File: src/rtl/pipe_stage_skid.sv
// Valid/ready pipeline register with a 2-entry skid buffer, synchronous flush
// and optional statistics counters (enabled by defining PIPE_STAGE_STATS_EN).
module pipe_stage_skid #(
    parameter int               WIDTH     = 32,
    parameter logic [WIDTH-1:0] CLEAR_VAL = '0,
    parameter int               CNT_W     = 16
) (
    input  logic             clk,
    input  logic             rst,
    input  logic             flush,
    input  logic             in_valid,
    output logic             in_ready,
    input  logic [WIDTH-1:0] in_data,
    output logic             out_valid,
    input  logic             out_ready,
    output logic [WIDTH-1:0] out_data,
    output logic [1:0]       occupancy,
    input  logic             stats_clr,
    output logic [CNT_W-1:0] stall_cnt,
    output logic [CNT_W-1:0] flush_cnt
);

    typedef enum logic [1:0] {
        EMPTY = 2'd0,
        ONE   = 2'd1,
        TWO   = 2'd2
    } state_e;

    state_e           state_q, state_d;
    logic [WIDTH-1:0] main_q, main_d;
    logic [WIDTH-1:0] skid_q, skid_d;
    logic             in_ready_q, in_ready_d;
    logic [1:0]       occupancy_q, occupancy_d;
    logic             acc, drn;

    always_ff @(posedge clk or posedge rst) begin
        if (rst) begin
            state_q     <= EMPTY;
            main_q      <= CLEAR_VAL;
            skid_q      <= CLEAR_VAL;
            in_ready_q  <= 1'b1;
            occupancy_q <= 2'd0;
        end else begin
            state_q     <= state_d;
            main_q      <= main_d;
            skid_q      <= skid_d;
            in_ready_q  <= in_ready_d;
            occupancy_q <= occupancy_d;
        end
    end

    // Flush wins over any handshake; a beat offered during flush is dropped.
    always_comb begin
        state_d = state_q;
        main_d  = main_q;
        skid_d  = skid_q;
        if (flush) begin
            state_d = EMPTY;
            main_d  = CLEAR_VAL;
            skid_d  = CLEAR_VAL;
        end else begin
            case (state_q)
                EMPTY: begin
                    if (acc) begin
                        state_d = ONE;
                        main_d  = in_data;
                    end
                end
                ONE: begin
                    if (acc && drn) begin
                        main_d = in_data;
                    end else if (acc) begin
                        state_d = TWO;
                        skid_d  = in_data;
                    end else if (drn) begin
                        state_d = EMPTY;
                        main_d  = CLEAR_VAL;
                    end
                end
                TWO: begin
                    if (drn) begin
                        state_d = ONE;
                        main_d  = skid_q;
                        skid_d  = CLEAR_VAL;
                    end
                end
                default: begin
                    state_d = EMPTY;
                    main_d  = CLEAR_VAL;
                    skid_d  = CLEAR_VAL;
                end
            endcase
        end
        in_ready_d  = (state_d != TWO);
        occupancy_d = 2'(state_d);
    end

    // main_q is cleared on every path to EMPTY, so it is already the bubble value.
    always_comb begin
        out_valid = (state_q != EMPTY);
        out_data  = main_q;
        in_ready  = in_ready_q;
        occupancy = occupancy_q;
        acc       = in_valid && in_ready_q;
        drn       = out_valid && out_ready;
    end

`ifdef PIPE_STAGE_STATS_EN
    localparam logic [CNT_W-1:0] CNT_MAX = '1;

    logic [CNT_W-1:0] stall_cnt_q, stall_cnt_d;
    logic [CNT_W-1:0] flush_cnt_q, flush_cnt_d;

    always_ff @(posedge clk or posedge rst) begin
        if (rst) begin
            stall_cnt_q <= '0;
            flush_cnt_q <= '0;
        end else begin
            stall_cnt_q <= stall_cnt_d;
            flush_cnt_q <= flush_cnt_d;
        end
    end

    // Saturating counters; a clear request overrides any increment.
    always_comb begin
        stall_cnt_d = stall_cnt_q;
        flush_cnt_d = flush_cnt_q;
        if (stats_clr) begin
            stall_cnt_d = '0;
            flush_cnt_d = '0;
        end else begin
            if (out_valid && !out_ready && stall_cnt_q != CNT_MAX)
                stall_cnt_d = stall_cnt_q + 1'b1;
            if (flush && state_q != EMPTY && flush_cnt_q != CNT_MAX)
                flush_cnt_d = flush_cnt_q + 1'b1;
        end
    end

    assign stall_cnt = stall_cnt_q;
    assign flush_cnt = flush_cnt_q;
`else
    logic unused_stats_clr;
    assign unused_stats_clr = stats_clr;
    assign stall_cnt        = '0;
    assign flush_cnt        = '0;
`endif

endmodule

File: config.mk
export PLATFORM = sky130hd
export DESIGN_NAME = pipe_stage_skid
export DESIGN_NICKNAME = d
export VERILOG_FILES = /design/src/rtl/pipe_stage_skid.sv
export SDC_FILE = /design/constraint.sdc
export NUM_CORES = 1
export LEC_CHECK = 0
export CELL_PAD_IN_SITES_DETAIL_PLACEMENT = 0
export CELL_PAD_IN_SITES_GLOBAL_PLACEMENT = 1
export CORE_MARGIN = 2
export CORE_UTILIZATION = 31
export CTS_CLUSTER_SIZE = 16
export DETAILED_ROUTE_END_ITERATION = 10
export GPL_ROUTABILITY_DRIVEN = 0
export PLACE_DENSITY = 0.73
export SYNTH_ARGS = -nofsm -noshare
export SYNTH_HDL_FRONTEND = slang
export SYNTH_SLANG_ARGS = --single-unit
File: constraint.sdc
create_clock -name clk -period 2.6 [get_ports clk]
set_input_delay 0.26 -clock clk [delete_from_list [all_inputs] [get_ports clk]]
set_output_delay 0.26 -clock clk [all_outputs]
set_load 0.01 [all_outputs]
==> impl_results.md, run 1 <==
* Largest buffer count on any clock path at 2
* Drt first pass iters at 4
* Layout cell share with drive strength beyond 1 at 7.26%
* Core Rows at 39
* Total Wirelength at 8880 um
* Leakage at 1.90 nW
* Clk slew on worst S/H paths at 0.05 ns
* Cell variety after synth at 32
* Status: complete, no violations
* H-tree level count at 3
* Hold Crit Class: input port to async pin
* RSZ-0062 raised after global routing: false
* Worst skew pair latency at 0.32 ns
* Highest Clock Rate at 0.461 GHz
* CP delay by family, top: simple AND/OR/NAND/NOR gates
* Final TNS setup at 0 ns
* Most frequent cells in the layout: clkdlybuf4s50_1 (72), dfrtp_1 (65), nand2_1 (33), o21ai_1 (33)
* Setup Viol. Count Final at 0
* Synth Area in Simple Gates at 10.6%
* Post-synth EDFFs at 0
* GRT Util Overall at 14.4%
* Vias per cell at 4.99
* Routed length per instance at 16.0 um
* CP startpoint: in_ready
* Post-DRT Antenna Nets at 0
* Period utilization at 83.4%
* Fin crit period at 2.17 ns
* Post-CTS setup buffer count at 0
* CP Cell Sequence: and4b_1 > and2_1 > o2bb2ai_1 > a22o_1
* Critical Path RT at 2.86 ns
* Most common cell after layout, fill and taps aside: clkdlybuf4s50_1
* Sequential cell area fraction in the yosys report at 46.5%
* Hold buffer count at cts at 0
* Maxcap violations at 0
* # DRC at 0
* Final Max Slew Viols at 0
* Worst reg2reg endpoint: out_data[12]
* Via count at 2,772
* Synth warn at 0
* Post-CTS Resized at 0
* R2R depth at 4
* Reg2reg start: in_ready
* Peak VDD IR at 0.000285 V
* Relative slew margins at 20.9%
* Starting Density at 31.7%
* Power density over cell area at 613 mW/mm^2
* Clock Tree Root: clkbuf_16
* CP max stage delay at 0.93 ns
* I/O Buffers at 72
* DP HPWL at 5740 um
* Worst-path fanout max at 27
* Avg Synthesized Cell Area at 10.4 sq um
* Ys async rst share at 100%
* #FFs+latches synth at 67
* Largest family of logic cells by synthesized area: compound AO/OA/AOI/OAI gates
* TritonCTS Buffers at 9
* Final #Nets at 447
* Post-synthesis adder-cell area fraction at 0%
* Crit start category: register
* Core area at 0.0114 sq mm
* Antenna Diode Count at 0
* Vias in the first global route at 2,675
* Final Power at 0.00282 W
* Slowest cell on crit path: and2_1
* CP endpoint kind: register
* Initial antenna violation count at 0
* Clk sinks at 67
* Syn Inst Count at 348
* Layout area overhead at 27.6%
* Hold Slack at 0.327 ns
* Largest net degree at the start of global routing at 65
* First-pass GRT wire length at 14,400 um
* Worst Skew at 0.00919 ns
* Arrival time worst endpoint at 2.43 ns
* Worst slew pin tran at 1.19 ns
* Cell Area, Synth at 0.00361 sq mm
* Mux cell area share after synthesis at 10.4%
* CTS tree: built
* WP buf/inv at 0
* Hold violation count in the final report at 0
* Post-synthesis compound-gate area fraction at 20.1%
* Die Wd at 112 um
* Gr ovfl total at 0
* Die area at 0.0125 sq mm
* XOR/XNOR Fraction of Synth Area at 0.243%
* Num ports at 106
* Predominant post-synthesis flop cell: dfrtp_1
* Initial DRC Count at 145
* Reg-to-reg slack, setup at 0.43 ns
* Critical path class: register to register
* Die Ht at 112 um
[layer usage]
metal	global-route usage (%)	vias to the layer above	wire length (um)
li1	-	1323	-
met1	20.2	1357	4230
met2	22.1	80	4130
met3	2.61	12	374
met4	5.51	0	140
met5	0	-	0
[worst max-delay path by stage]
stage,to,slack (ns),cells past startpoint
finish,out_data[12],0.43,4
global route,skid_q[10],0.27,4
CTS,out_data[12],0.42,4
detailed placement,out_data[12],0.17,5
global placement,out_data[12],0.22,5
floorplan,occupancy[0],0.66,1
[Yosys cell counts (2+ instances only)]
master	n	area share, %
and3b_1	2	0.49
buf_6	4	1.2
nand3_1	32	4.4
mux2_1	5	1.6
a22o_1	27	6.6
buf_4	38	7.9
nand2_1	33	3.4
dfrtp_1	66	46
inv_1	4	0.42
o21ai_1	33	4.6
nor2_1	4	0.42
mux2i_1	32	8.9
o2bb2ai_1	32	7.8
buf_2	9	1.2
clkbuf_1	10	1.0
[area by class of cell]
class | instances | area [sq um]
inverters | 4 | 15.0
fillers | 1130 | 6760
well taps | 143 | 179
flip-flops and latches | 67 | 1680
repair buffers | 81 | 813
multi-input cells | 246 | 1620
clock inverters | 2 | 35.0
clock buffers | 13 | 260
[report_power, final]
part / internal (W) / switching (W)
logic: 0.000226 / 0.000260
clock network: 0.000788 / 0.000415
registers: 0.00110 / 0.0000339
total: 0.00211 / 0.000709
[per-stage QoR]
stage / cell area (sq um) / cells / setup WS, ns / utilization [%]
floorplan: 3730 / 379 / 0.658 / -
global route: 4610 / 556 / 0.271 / 40.5
CTS: 4610 / 556 / 0.417 / 40.5
finish: 4610 / 556 / 0.433 / 40.5
global placement: 4310 / 541 / 0.217 / 37.9
detailed placement: 4310 / 541 / 0.171 / 37.9
[kinds of logic after synthesis]
group	Yosys count
AND/OR/NAND/NOR	78
buffers and inverters	66
flip-flops	67
multiplexers	37
XOR/XNOR	1
AO/OA/AOI/OAI	98
other	1
[flip-flops by register name (all words and copies together) (netlist names)]
register	cells
skid_q	32
occupancy	2
in_ready	1
out_data	32
(Power assumes the default switching activity.)
==> run 2, diff against run 1 <==
- clock period: 2.6 -> 2.14 ns (I/O delays scaled with it)
==> run 2 against run 1 <==
Routed wire length shrank 1.8%. Flip-flop and latch count is the same. Cell area grew 1.8%. Sequential share of layout area fell by 0.63 points. Critical path depth grew 1. Non-clock buffer count grew 5. Final cell count grew 1.1%. Fmax rose by 21%. First-iteration DRC count fell by 24%. Power grew 31%. Via count rose by 0.25%. Critical endpoint is now skid_q[18].
==> impl_results.md, run 2 (same netlist as run 1, synthesis figures left out) <==
* Largest net degree at the start of global routing at 43 (was 65)
* Setup Viol. Count Final at 0 (unchanged)
* Initial DRC Count at 110 (was 145)
* P_int at 0.00278 W (was 0.00211 W)
* Fin crit period at 1.79 ns (was 2.17 ns)
* Total Wirelength at 8720 um (was 8880 um)
* Starting Density at 31.7% (unchanged)
* RSZ-0062 raised after global routing: false (unchanged)
* Clk sinks at 67 (unchanged)
* Vias in the first global route at 2,694 (was 2,675)
* Num ports at 106 (unchanged)
* Initial antenna violation count at 0 (unchanged)
* Final TNS setup at 0 ns (unchanged)
* GRT Util Overall at 14.3% (was 14.4%)
* Post-CTS setup buffer count at 0 (unchanged)
* Power density over cell area at 787 mW/mm^2 (was 613 mW/mm^2)
* Clock power share at 46.7% (was 42.6%)
* Crit start category: register (unchanged)
* Slowest cell on crit path: dfrtp_1 (was and2_1)
* Maxcap violations at 0 (unchanged)
* Clock Tree Root: clkbuf_16 (unchanged)
* Most frequent cells in the layout: clkdlybuf4s50_1 (72), dfrtp_1 (65), nand2_1 (33), o21ai_1 (33) (unchanged)
* Core area at 0.0114 sq mm (unchanged)
* Layout cell share with drive strength beyond 1 at 9.07% (was 7.26%)
* Final #Nets at 452 (was 447)
* DP HPWL at 5610 um (was 5740 um)
* Final Max Slew Viols at 0 (unchanged)
* CTS tree: built (unchanged)
* Hold Crit Class: input port to async pin (unchanged)
* Hold violation count in the final report at 0 (unchanged)
* Layout area overhead at 29.8% (was 27.6%)
* # DRC at 0 (unchanged)
* Vias per cell at 4.94 (was 4.99)
* Hold buffer count at cts at 0 (unchanged)
* Gr ovfl total at 0 (unchanged)
* I/O Buffers at 72 (unchanged)
* Status: complete, no violations (unchanged)
* Die area at 0.0125 sq mm (unchanged)
* Via count at 2,779 (was 2,772)
* Routed length per instance at 15.5 um (was 16.0 um)
* Die Wd at 112 um (unchanged)
* Combinational Power Share at 16.0% (was 17.2%)
* Post-CTS Resized at 0 (unchanged)
* Post-DRT Antenna Nets at 0 (unchanged)
* Switching share of power at 24.6% (was 25.1%)
* Worst skew pair latency at 0.33 ns (was 0.32 ns)
* Critical Path RT at 2.39 ns (was 2.86 ns)
* Antenna Diode Count at 0 (unchanged)
* CP endpoint kind: register (unchanged)
* Worst slew pin tran at 0.664 ns (was 1.19 ns)
* Die Ht at 112 um (unchanged)
* CP max stage delay at 0.44 ns (was 0.93 ns)
* Highest Clock Rate at 0.558 GHz (was 0.461 GHz)
* Period utilization at 83.8% (was 83.4%)
* CP Cell Sequence: buf_4 > nor3b_4 > buf_4 > nand3_1 > o21ai_1 (was and4b_1 > and2_1 > o2bb2ai_1 > a22o_1)
* Placed Instance Area at 0.00434 sq mm (was 0.00431 sq mm)
* CP most frequent cell: buf_4
* H-tree level count at 3 (unchanged)
* Worst Skew at 0.00729 ns (was 0.00919 ns)
* Core Rows at 39 (unchanged)
* Psw at 0.000907 W (was 0.000709 W)
* Leakage at 1.95 nW (was 1.90 nW)
* Peak VDD IR at 0.000387 V (was 0.000285 V)
* Relative slew margins at 55.6% (was 20.9%)
* First-pass GRT wire length at 14,200 um (was 14,400 um)
* Post-route cell area at 0.00469 sq mm (was 0.00461 sq mm)
* Reg power frac at 37.4% (was 40.2%)
* Critical path class: register to register (unchanged)
* Largest buffer count on any clock path at 2 (unchanged)
* TritonCTS Buffers at 9 (unchanged)
* Arrival time worst endpoint at 2.04 ns (was 2.43 ns)
* Drt first pass iters at 4 (unchanged)
* Worst-path fanout max at 33 (was 27)
* Most common cell after layout, fill and taps aside: clkdlybuf4s50_1 (unchanged)
* Clk slew on worst S/H paths at 0.05 ns (about the same)
## run 2: cell types whose count changed in the layout (fill, tap and decap cells not counted)
cell,before,now
buf_4,7,13
buf_12,2,1
clkbuf_8,2,1
bufinv_16,1,3
clkinv_4,0,2
clkbuf_1,2,0
## run 2: metrics by stage
stage          worst slack [ns]  util, %  hold WS [ns]  power, W  instances
6_report                  0.347     41.2         0.227   0.00369        562
5_1_grt                   0.214     41.2         0.278   0.00384        562
4_1_cts                   0.350     41.2         0.245   0.00373        562
3_5_place_dp              0.213     38.1         0.488   0.00199        546
3_3_place_gp              0.256     38.1         0.484   0.00199        546
2_1_floorplan             0.244        -         0.350   0.00176        379
## run 2: worst max-delay path: cells and delay by family (launching register included)
family	cells	cell delay (ns)
buffers and inverters	2	0.66
and+or+nand+nor	2	0.50
DFF	1	0.44
AOI/OAI and AO/OA	1	0.10
## run 2: worst paths after layout
kind | depth (start not counted) | from | endpoint | slack (ns)
min in group clk | 3 | in_data[3] | skid_q[3] | 0.49
hold reg to reg | 1 | out_data[17] | out_data[17] | 0.50
setup reg to reg | 5 | occupancy[0] | skid_q[18] | 0.35
max in group asynchronous | 3 | rst | in_ready | 1.31
setup / recovery | 5 | occupancy[0] | skid_q[18] | 0.35
hold / removal | 2 | rst | out_data[27] | 0.23
## run 2: power groups by stage
stage	logic, W	registers (W)	clock network (W)
after floorplan	0.000340	0.00142	0
after global placement	0.000587	0.00140	0
after detailed placement	0.000595	0.00140	0
after CTS	0.000598	0.00138	0.00176
after global routing	0.000643	0.00139	0.00181
final	0.000589	0.00138	0.00172
## run 2: area by class of cell
cell class	instances	area, sq um
fill	1103	6680
multi-input combinational	246	1620
clock buffer	10	239
clock inverter	6	113
timing repair buffer	86	838
sequential	67	1680
tap	143	179
inverter	4	15.0
## run 2: layer usage
metal | GRT usage, % | vias up | wire length [um]
li1 | - | 1336 | -
met1 | 19.0 | 1339 | 4100
met5 | 0 | - | 0
met4 | 6.17 | 0 | 132
met3 | 3.65 | 10 | 476
met2 | 22.0 | 94 | 4010
